### src/rtl/serial_subtractor_8bit_if.sv
// Operand/result bundle for the bit-serial subtractor.
//   master : issues start/a/b/bin, observes diff/bout/busy/done
//   slave  : the subtractor itself
interface serial_subtractor_8bit_if #(parameter int N = 8);
  logic         start;
  logic [N-1:0] a;
  logic [N-1:0] b;
  logic         bin;
  logic [N-1:0] diff;
  logic         bout;
  logic         busy;
  logic         done;

  modport master (output start, a, b, bin, input diff, bout, busy, done);
  modport slave  (input start, a, b, bin, output diff, bout, busy, done);
endinterface

### src/rtl/serial_subtractor_8bit.sv
// Bit-serial subtractor: diff = a - b - bin (mod 2^N), one bit per clock,
// LSB first.
//   clk  : rising-edge clock
//   rst  : asynchronous, active-high reset
//   bus  : slave side of serial_subtractor_8bit_if
//          start/a/b/bin in (operands sampled only when start is accepted in IDLE)
//          diff/bout out (valid on done, held until next accepted start)
//          busy (RUN only), done (one-cycle pulse, N clocks after accept)

module serial_subtractor_8bit_mux4 (
  input  logic [1:0] sel,
  input  logic [3:0] d,
  output logic       y
);
  assign y = d[sel];
endmodule

module serial_subtractor_8bit #(
  parameter int N = 8
) (
  input  logic                     clk,
  input  logic                     rst,
  serial_subtractor_8bit_if.slave  bus
);
  localparam int CW = (N > 1) ? $clog2(N) : 1;

  typedef enum logic [1:0] {IDLE, RUN, DONE} state_t;

  state_t        state_q, state_d;
  logic [N-1:0]  a_q, a_d;
  logic [N-1:0]  b_q, b_d;
  logic [N-1:0]  res_q, res_d;
  logic          br_q, br_d;
  logic [CW-1:0] cnt_q, cnt_d;

  logic a0, b0, d_bit, bor_bit;
  assign a0 = a_q[0];
  assign b0 = b_q[0];

  // One-bit full subtractor as two muxes selected by {br,a0}.
  // Index order of d[] is sel 11,10,01,00.
  serial_subtractor_8bit_mux4 u_diff_mux (
    .sel ({br_q, a0}),
    .d   ({b0, ~b0, ~b0, b0}),
    .y   (d_bit)
  );

  serial_subtractor_8bit_mux4 u_borrow_mux (
    .sel ({br_q, a0}),
    .d   ({b0, 1'b1, 1'b0, b0}),
    .y   (bor_bit)
  );

  always_comb begin
    state_d = state_q;
    a_d     = a_q;
    b_d     = b_q;
    res_d   = res_q;
    br_d    = br_q;
    cnt_d   = cnt_q;
    case (state_q)
      IDLE: begin
        if (bus.start) begin
          a_d     = bus.a;
          b_d     = bus.b;
          br_d    = bus.bin;
          cnt_d   = '0;
          res_d   = '0;
          state_d = RUN;
        end
      end
      RUN: begin
        a_d   = a_q >> 1;
        b_d   = b_q >> 1;
        res_d = {d_bit, res_q[N-1:1]};
        br_d  = bor_bit;
        cnt_d = cnt_q + CW'(1);
        // Last bit processed on this edge.
        if (cnt_q == CW'(N-1)) state_d = DONE;
      end
      DONE: state_d = IDLE;
      default: state_d = IDLE;
    endcase
  end

  always_ff @(posedge clk or posedge rst) begin
    if (rst) begin
      state_q <= IDLE;
      a_q     <= '0;
      b_q     <= '0;
      res_q   <= '0;
      br_q    <= 1'b0;
      cnt_q   <= '0;
    end else begin
      state_q <= state_d;
      a_q     <= a_d;
      b_q     <= b_d;
      res_q   <= res_d;
      br_q    <= br_d;
      cnt_q   <= cnt_d;
    end
  end

  // res_q/br_q hold after DONE until the next accept, so they drive the
  // result outputs directly.
  assign bus.diff = res_q;
  assign bus.bout = br_q;
  assign bus.busy = (state_q == RUN);
  assign bus.done = (state_q == DONE);

endmodule

### src/flat_wrapper.sv
// flat-port wrapper written by rule: the top's interface ports become plain ports
module serial_subtractor_8bit_flat 
#(
  parameter int N = 8
)
  (clk, rst, bus_start, bus_a, bus_b, bus_bin, bus_diff, bus_bout, bus_busy, bus_done);
  serial_subtractor_8bit_if #(.N(N)) bus_i ();
  input  logic clk;
  input  logic rst;
  input wire logic [$bits(bus_i.start)-1:0] bus_start;
  input wire logic [$bits(bus_i.a)-1:0] bus_a;
  input wire logic [$bits(bus_i.b)-1:0] bus_b;
  input wire logic [$bits(bus_i.bin)-1:0] bus_bin;
  output wire logic [$bits(bus_i.diff)-1:0] bus_diff;
  output wire logic [$bits(bus_i.bout)-1:0] bus_bout;
  output wire logic [$bits(bus_i.busy)-1:0] bus_busy;
  output wire logic [$bits(bus_i.done)-1:0] bus_done;
  assign bus_i.start = bus_start;
  assign bus_i.a = bus_a;
  assign bus_i.b = bus_b;
  assign bus_i.bin = bus_bin;
  assign bus_diff = bus_i.diff;
  assign bus_bout = bus_i.bout;
  assign bus_busy = bus_i.busy;
  assign bus_done = bus_i.done;
  serial_subtractor_8bit #(.N(N)) u_core (.clk(clk), .rst(rst), .bus(bus_i));
endmodule
### config.mk
export PLATFORM = sky130hd
export DESIGN_NAME = serial_subtractor_8bit_flat
export DESIGN_NICKNAME = d
export VERILOG_FILES = /design/src/rtl/serial_subtractor_8bit_if.sv /design/src/rtl/serial_subtractor_8bit.sv /design/src/flat_wrapper.sv
export SDC_FILE = /design/constraint.sdc
export NUM_CORES = 1
export LEC_CHECK = 0
export ABC_AREA = 1
export ABC_CLOCK_PERIOD_IN_PS = 1420
export CELL_PAD_IN_SITES_DETAIL_PLACEMENT = 0
export CELL_PAD_IN_SITES_GLOBAL_PLACEMENT = 1
export CORE_MARGIN = 10
export CORE_UTILIZATION = 38
export CTS_CLUSTER_DIAMETER = 60
export DETAILED_ROUTE_END_ITERATION = 10
export PLACE_DENSITY_LB_ADDON = 0.1
export SYNTH_ARGS = -nofsm -noshare
export SYNTH_HDL_FRONTEND = slang
export SYNTH_SLANG_ARGS = --single-unit
### constraint.sdc
create_clock -name clk -period 1.42 [get_ports clk]
set_input_delay 0.213 -clock clk [delete_from_list [all_inputs] [get_ports clk]]
set_output_delay 0.213 -clock clk [all_outputs]
set_load 0.01 [all_outputs]
==> out/results.ini, run 1 <==
[critical_path]
critPathKind=flop to output pin
arrival_ps=1160
rrSetupSlack_ps=220
r2r_cells=6
cp_max_fo=2
reg2reg_to=u_core.bus.bout$_DFFE_PP0P_
critPathBufInv=1
critPathRequiredTime_ps=1210
cpMaxStageDelayCell=sky130_fd_sc_hd__clkdlybuf4s50_1
critPathMaxStageDelay_ps=540
setup.worst_path.end_class=output pin
r2r_start=u_core.state_q[0]$_DFFE_PP0P_
setup.worst_path.start_class=flop
critPathTopFamily=buffers and inverters
cell_by_cell_trace_of_the_critical_path=clkdlybuf4s50_1

[die]
fp.dieW_um=83.7
chipHeight_um=83.7
placementRows=23
floorplan.initialDensity_pct=38.8
floorplan.die_area_sq_um=7000
core_sq_um=3970
design.portCount=31

[timing]
layout_min_cycle_time_ps=1370
layout_worst_path_cycle_share_pct=96.5
setup_violations=0
slew_violations=0
finClkSkew_ps=3.06
tightest_slew_ps=401
fmax_ghz=0.730
worst_slew_margin_rel_pct=73.2
finalHoldViolations=0
unrepaired_setup_endpoints_after_global_routing=no
final.setup.tns_ps=0

[global_route]
gr_usage_total_pct=10.0
maximum_number_of_pins_on_one_net_before_global_route_repair=31
grt_pass1_vias=1210
first_pass_grt_wire_length_um=5760
grt_antenna_before_repair=0
globalRouteOverflowTotal=0

[power_and_ir_drop]
power.internal_mw=2.64
sw_ratio_pct=39.0
clock_power_share_pct=14.6
cellLeakagePower_nw=1.11
seqPwrFrac_pct=33.8
total_power_mw=4.33
p_sw_mw=1.69
ir_worst_vdd_mv=1.01
gate_power_share_pct=51.5
pwr_density_cell_nw_per_um2=2140

[clock_tree]
h_tree_depth=2
worstSkewPairLatency_ps=280
tritoncts.num_buffers=5
cts-root-buf=sky130_fd_sc_hd__clkbuf_8
hold_buffers=0
clock_tree_from_tritoncts=yes
worst_setup_hold_path_clk_slew_ps=60
cts_buffer_depth=2
total_clock_sinks=30

[synthesis]
yosysSeqAreaShare_pct=48.7
ys_ff_latch=30
post_synth_mux_area_share_pct=0
number_of_distinct_library_cell_variants_in_the_gate_level_netlist_after_synthesis=22
share_of_the_synthesized_area_in_compound_gates_ao_oa_aoi_oai_pct=14.5
synth_xor_area_share_pct=0.569
syn-num-nets=196
postSynthCellCount=172
synth-simple-area-share_pct=18.6
syn-cell-area_sq_um=1540
postSynthAreaPerCell_sq_um=8.95
synth_top_family_by_area=simple AND/OR/NAND/NOR gates
yosys_warnings=0
synth_adder_area_share_pct=3.25

[route]
detail_route.drc_violations=0
dr.first_iter.drc_count=45
wl_um=3290
routed_via_density=4.40
detail-route-antenna-nets=0
route.vias.total=1158
detailedRoute.firstPassIterationCount=4
route.detailed.wl_per_inst_um=12.5

[layout]
share_of_layout_cells_above_drive_strength_1_pct=16.4
final_cell_area_sq_um=2020
diodes=0
core_occupancy_in_the_finished_layout_pct=51.0
fin_nets=237
flow.area_growth_from_synthesis_pct=31.4

[place]
placedInstanceArea_sq_um=1920
gp_congestion=0.754
detailedPlacementHpwl_um=2330
port_buffers=30

[worst_hold_path]
worstHoldPathType=input port to asynchronous set/reset pin

[run]
drv.max_cap_violation_count=0

[outcome]
outcome=finished clean

## cells in the mapped netlist
cell type | n | share of area [%]
sky130_fd_sc_hd__buf_8 | 1 | 0.97
sky130_fd_sc_hd__inv_2 | 2 | 0.49
sky130_fd_sc_hd__o21ai_0 | 3 | 0.97
sky130_fd_sc_hd__nand4_1 | 1 | 0.41
sky130_fd_sc_hd__o22ai_2 | 7 | 5.7
sky130_fd_sc_hd__nand3_1 | 12 | 3.9
sky130_fd_sc_hd__o22ai_1 | 1 | 0.41
sky130_fd_sc_hd__nand2_4 | 1 | 0.73
sky130_fd_sc_hd__o211ai_2 | 1 | 0.81
sky130_fd_sc_hd__buf_6 | 5 | 3.7
sky130_fd_sc_hd__a21oi_2 | 3 | 1.7
sky130_fd_sc_hd__nor2_4 | 1 | 0.73
sky130_fd_sc_hd__ha_1 | 4 | 3.2
sky130_fd_sc_hd__nor2_1 | 7 | 1.7
sky130_fd_sc_hd__nand2_2 | 3 | 1.2
sky130_fd_sc_hd__o21ai_1 | 15 | 4.9
sky130_fd_sc_hd__nand2_1 | 36 | 8.8
sky130_fd_sc_hd__buf_4 | 1 | 0.49
sky130_fd_sc_hd__xor2_1 | 1 | 0.57
sky130_fd_sc_hd__inv_1 | 36 | 8.8
sky130_fd_sc_hd__nand3_4 | 1 | 1.1
sky130_fd_sc_hd__dfrtp_1 | 30 | 49
## flip-flops by register name (all words and copies together) (netlist names)
signal,count
u_core.state_q,2
u_core.cnt_q,3
u_core.bus.bout,1
u_core.b_q,8
u_core.a_q,8
u_core.bus.diff,8
## placed cells by master, fill, tap and decap left out, types with 2 or more instances in the layout
| master | n |
|---|---|
| sky130_fd_sc_hd__inv_1 | 36 |
| sky130_fd_sc_hd__nor2_1 | 7 |
| sky130_fd_sc_hd__o21ai_1 | 15 |
| sky130_fd_sc_hd__ha_1 | 4 |
| sky130_fd_sc_hd__clkbuf_1 | 2 |
| sky130_fd_sc_hd__nand3_1 | 12 |
| sky130_fd_sc_hd__dfrtp_1 | 30 |
| sky130_fd_sc_hd__nand2_1 | 36 |
| sky130_fd_sc_hd__a21oi_2 | 3 |
| sky130_fd_sc_hd__buf_4 | 9 |
| sky130_fd_sc_hd__nand2_2 | 3 |
| sky130_fd_sc_hd__o22ai_2 | 7 |
| sky130_fd_sc_hd__inv_2 | 2 |
| sky130_fd_sc_hd__clkbuf_8 | 5 |
| sky130_fd_sc_hd__buf_12 | 2 |
| sky130_fd_sc_hd__o21ai_0 | 3 |
| sky130_fd_sc_hd__clkdlybuf4s50_1 | 21 |
| sky130_fd_sc_hd__dlymetal6s2s_1 | 7 |
## metal layers
layer / vias up / wire length (um) / global-route usage [%]
met2: 22 / 1400 / 14.6
met3: 6 / 243 / 5.37
li1: 615 / - / -
met4: 0 / 48 / 3.65
met1: 515 / 1600 / 12.2
met5: - / 0 / 0
## metrics by stage
step / hold slack (ps) / setup WS, ps / cells
finish: 329 / 49.4 / 263
global route: 376 / 1.41 / 263
floorplan: 304 / 366 / 172
global placement: 457 / 71.1 / 254
detailed placement: 469 / 35.6 / 254
CTS: 347 / 16.6 / 263
## cells by family (layout without fill, tap and decap cells)
kind of cell,count (synthesis),after routing
AND/OR/NAND/NOR,62,62
adder cells (fa/ha/maj),4,4
AO/OA/AOI/OAI,30,30
XOR/XNOR,1,1
flip-flops,30,30
buffers and inverters,45,86
## area by class of cell
cell class | count | area [sq um]
Tap cell | 50 | 62.6
Clock buffer | 7 | 76.3
Multi-Input combinational cell | 97 | 568
Sequential cell | 30 | 751
Inverter | 38 | 143
Fill cell | 379 | 1950
Timing Repair Buffer | 41 | 424
## what timing repair did
action / CTS / global route
pin swaps: 0 / 0
endpoints found under the setup margin: 3 / 8
resized for setup: 2 / 8
buffers inserted: 2 / 0
## how the worst max path moves through the flow
stage                                               from                          end  cells past startpoint
final                     u_core.bus.diff[7]$_DFFE_PP0P_                  bus_diff[7]                      1
after floorplan              u_core.cnt_q[0]$_DFFE_PP0P_  u_core.cnt_q[2]$_DFFE_PP0P_                      4
after CTS                    u_core.bus.bout$_DFFE_PP0P_                     bus_bout                      1
after global routing      u_core.bus.diff[6]$_DFFE_PP0P_                  bus_diff[6]                      1
after detailed placement                       bus_start    u_core.b_q[0]$_DFFE_PP0P_                      6
after global placement                         bus_start    u_core.b_q[2]$_DFFE_PP0P_                      6
## worst reg2reg max path, cell delays in order, from the launching register on
cell                      delay (ps)
sky130_fd_sc_hd__dfrtp_1         410
sky130_fd_sc_hd__buf_4           150
sky130_fd_sc_hd__nand2_2         110
sky130_fd_sc_hd__nand2_4         110
sky130_fd_sc_hd__buf_12          170
sky130_fd_sc_hd__nor2_1          110
sky130_fd_sc_hd__a21oi_2          40
## power groups by stage
stage	combinational (mW)	sequential [mW]	clock, mW
floorplan	1.56	1.52	0
global placement	2.21	1.49	0
detailed placement	2.24	1.50	0
CTS	2.30	1.47	0.659
global route	2.52	1.52	0.715
finish	2.23	1.46	0.634
Note: power is estimated with default switching activity, not from simulation.
==> inputs of run 2 (changes only) <==
ABC_AREA = default   (was 1)
ABC_CLOCK_PERIOD_IN_PS = 1400   (was 1420)
SKIP_CTS_REPAIR_TIMING = 1   (was default)
clock period = 1.4 ns   (was 1.42 ns; I/O delays follow)
==> out/results.ini, run 2 <==
[clock_tree]
cts_buffer_depth=2  ; unchanged
worst_setup_hold_path_clk_slew_ps=100  ; +40 ps
worstSkewPairLatency_ps=330  ; +50 ps
cts-root-buf=sky130_fd_sc_hd__clkbuf_4
h_tree_depth=2  ; unchanged
tritoncts.num_buffers=5  ; unchanged
total_clock_sinks=30  ; unchanged
clock_tree_from_tritoncts=yes

[power_and_ir_drop]
cellLeakagePower_nw=0.976  ; -12%
pwr_density_cell_nw_per_um2=1970  ; -7.7%
ir_worst_vdd_mv=0.649  ; -36%
total_power_mw=3.70  ; -15%

[route]
detailedRoute.firstPassIterationCount=4  ; unchanged
routed_via_density=4.81  ; +9.1%
wl_um=2890  ; -12%
detail-route-antenna-nets=0  ; unchanged
route.detailed.wl_per_inst_um=14.0  ; +12%
route.vias.total=990  ; -15%
detail_route.drc_violations=0  ; unchanged
dr.first_iter.drc_count=75  ; +67%

[critical_path]
arrival_ps=1130  ; -30 ps
rrSetupSlack_ps=110  ; -110 ps
critPathRequiredTime_ps=1190  ; -20 ps
cp_max_fo=2  ; unchanged
cell_by_cell_trace_of_the_critical_path=nand2b_2 > inv_6 > clkbuf_2
setup.worst_path.start_class=flop
critPathKind=flop to output pin
setup.worst_path.end_class=output pin
critPathMaxStageDelay_ps=400  ; -140 ps
cpMaxStageDelayCell=sky130_fd_sc_hd__dfrtp_1

[synthesis]
ys_ff_latch=30  ; unchanged
syn-cell-area_sq_um=1340  ; -13%
postSynthAreaPerCell_sq_um=11.8  ; +31%
async_reset_ff_share_pct=100  ; unchanged
yosys.cell_count.top_type=sky130_fd_sc_hd__dfrtp_1
yosysSeqAreaShare_pct=56.0  ; +7.2 points
syn-num-nets=138  ; -30%
yosys_warnings=0  ; unchanged
postSynthCellCount=114  ; -34%
synth_top_cell_by_area=sky130_fd_sc_hd__dfrtp_1
number_of_distinct_library_cell_variants_in_the_gate_level_netlist_after_synthesis=24  ; +9.1%
synth.area.top_cells=sky130_fd_sc_hd__dfrtp_1, sky130_fd_sc_hd__mux2i_1, sky130_fd_sc_hd__a22o_1
area_share_of_the_largest_cell_type_after_synthesis_pct=56.0  ; +7.2 points
synth_top_flop_cell=sky130_fd_sc_hd__dfrtp_1
synth_top_cells_by_count=sky130_fd_sc_hd__dfrtp_1, sky130_fd_sc_hd__nand2_1, sky130_fd_sc_hd__mux2i_1
synth-edff-count=0  ; unchanged

[layout]
fillers=312  ; -18%
diodes=0  ; unchanged
core_occupancy_in_the_finished_layout_pct=55.7  ; +4.8 points
most_common_cell_after_layout_fill_and_taps_aside=sky130_fd_sc_hd__dfrtp_1
flow.area_growth_from_synthesis_pct=39.7
layout_common_cells=sky130_fd_sc_hd__dfrtp_1, sky130_fd_sc_hd__clkdlybuf4s50_1, sky130_fd_sc_hd__nand2_1
instances_no_fill=206  ; -22%
fin_nets=183  ; -23%
share_of_layout_cells_above_drive_strength_1_pct=17.5  ; +1.1 points

[worst_hold_path]
worstHoldPathType=input port to asynchronous set/reset pin

[timing]
unrepaired_setup_endpoints_after_global_routing=yes
layout_worst_path_cycle_share_pct=95.7
finClkSkew_ps=9.20  ; +6.15 ps
fmax_ghz=0.746
setup_violations=0  ; unchanged
final.setup.tns_ps=0  ; unchanged
layout_min_cycle_time_ps=1340
finalHoldViolations=0  ; unchanged
worst_slew_margin_rel_pct=74.9  ; +1.6 points
slew_violations=0  ; unchanged
finalHoldWorstSlack_ps=259  ; -69.9 ps
tightest_slew_ps=377  ; -24.3 ps

[place]
gp_congestion=0.704  ; -6.6%
detailedPlacementHpwl_um=2030  ; -13%
port_buffers=30  ; unchanged
placed_cells_incl_taps=192  ; -24%

[die]
floorplan.initialDensity_pct=39.9  ; +1.1 points
placementRows=21  ; -8.7%
fp.dieW_um=79.4  ; -5.1%
floorplan.die_area_sq_um=6310  ; -9.9%
core_sq_um=3360  ; -15%
design.portCount=31  ; unchanged
chipHeight_um=79.4  ; -5.1%

[global_route]
gr_usage_total_pct=9.27  ; -0.77 points
globalRouteOverflowTotal=0  ; unchanged
maximum_number_of_pins_on_one_net_before_global_route_repair=32  ; +3.2%
grt_antenna_before_repair=0  ; unchanged
first_pass_grt_wire_length_um=4550  ; -21%
grt_pass1_vias=998  ; -18%

[outcome]
outcome=finished clean

[run]
drv.max_cap_violation_count=0  ; unchanged

[run 2: power by group]
| group | switching [mW] | internal, mW | total [mW] |
|---|---|---|---|
| combinational | 0.756 | 0.938 | 1.69 |
| clock | 0.299 | 0.241 | 0.540 |
| sequential | 0.232 | 1.23 | 1.46 |
[run 2: final cells by class]
| class | instances | area [sq um] | area share [%] |
|---|---|---|---|
| multi-input combinational | 73 | 523 | 27.9 |
| tap | 46 | 57.6 | 3.07 |
| clock inverter | 2 | 12.5 | 0.668 |
| timing repair buffer | 45 | 459 | 24.5 |
| sequential | 30 | 751 | 40.1 |
| clock buffer | 6 | 51.3 | 2.74 |
| inverter | 4 | 20.0 | 1.07 |
[run 2: critical path: cells and delay by family (launching register included)]
family / cells / cell delay, ps
buf+inv: 2 / 180
flops: 1 / 400
simple gates: 1 / 220
[run 2: final timing paths]
kind	depth (start not counted)	start	endpoint
max	3	u_core.state_q[1]$_DFFE_PP0P_	bus_busy
min	3	rst	u_core.cnt_q[1]$_DFFE_PP0P_
max reg2reg	5	u_core.state_q[1]$_DFFE_PP0P_	u_core.a_q[3]$_DFFE_PP0P_
min reg2reg	2	u_core.b_q[5]$_DFFE_PP0P_	u_core.b_q[5]$_DFFE_PP0P_
max in group asynchronous	3	rst	u_core.bus.bout$_DFFE_PP0P_
min in group clk	2	bus_b[7]	u_core.b_q[7]$_DFFE_PP0P_
[run 2: cells by family (layout without fill, tap and decap cells)]
| logic type | count (synthesis) | after routing | synth area share [%] |
|---|---|---|---|
| compound gates | 33 | 33 | 16.5 |
| xor+xnor | 1 | 1 | 0.653 |
| fa+ha+maj | 4 | 4 | 3.73 |
| buf+inv | 11 | 57 | 5.78 |
| flops | 30 | 30 | 56.0 |
| mux | 13 | 13 | 9.70 |
| simple gates | 22 | 22 | 7.65 |
[run 2: metrics by stage]
stage | area (sq um) | setup WS [ps]
finish | 1870 | 59.8
global route | 1870 | -12.5
CTS | 1790 | -373
detailed placement | 1720 | -2.01
global placement | 1720 | 23.3
floorplan | 1340 | 268
[run 2: metal layers]
layer  vias up  track usage, %  share of wire (%)  wire, um
li1        495               -                  -         -
met1       464            9.60                 45      1310
met2        25            15.3                 47      1340
met3         6            4.84                6.2       180
met4         0            4.30                1.7        48
met5         -               0                  0         0
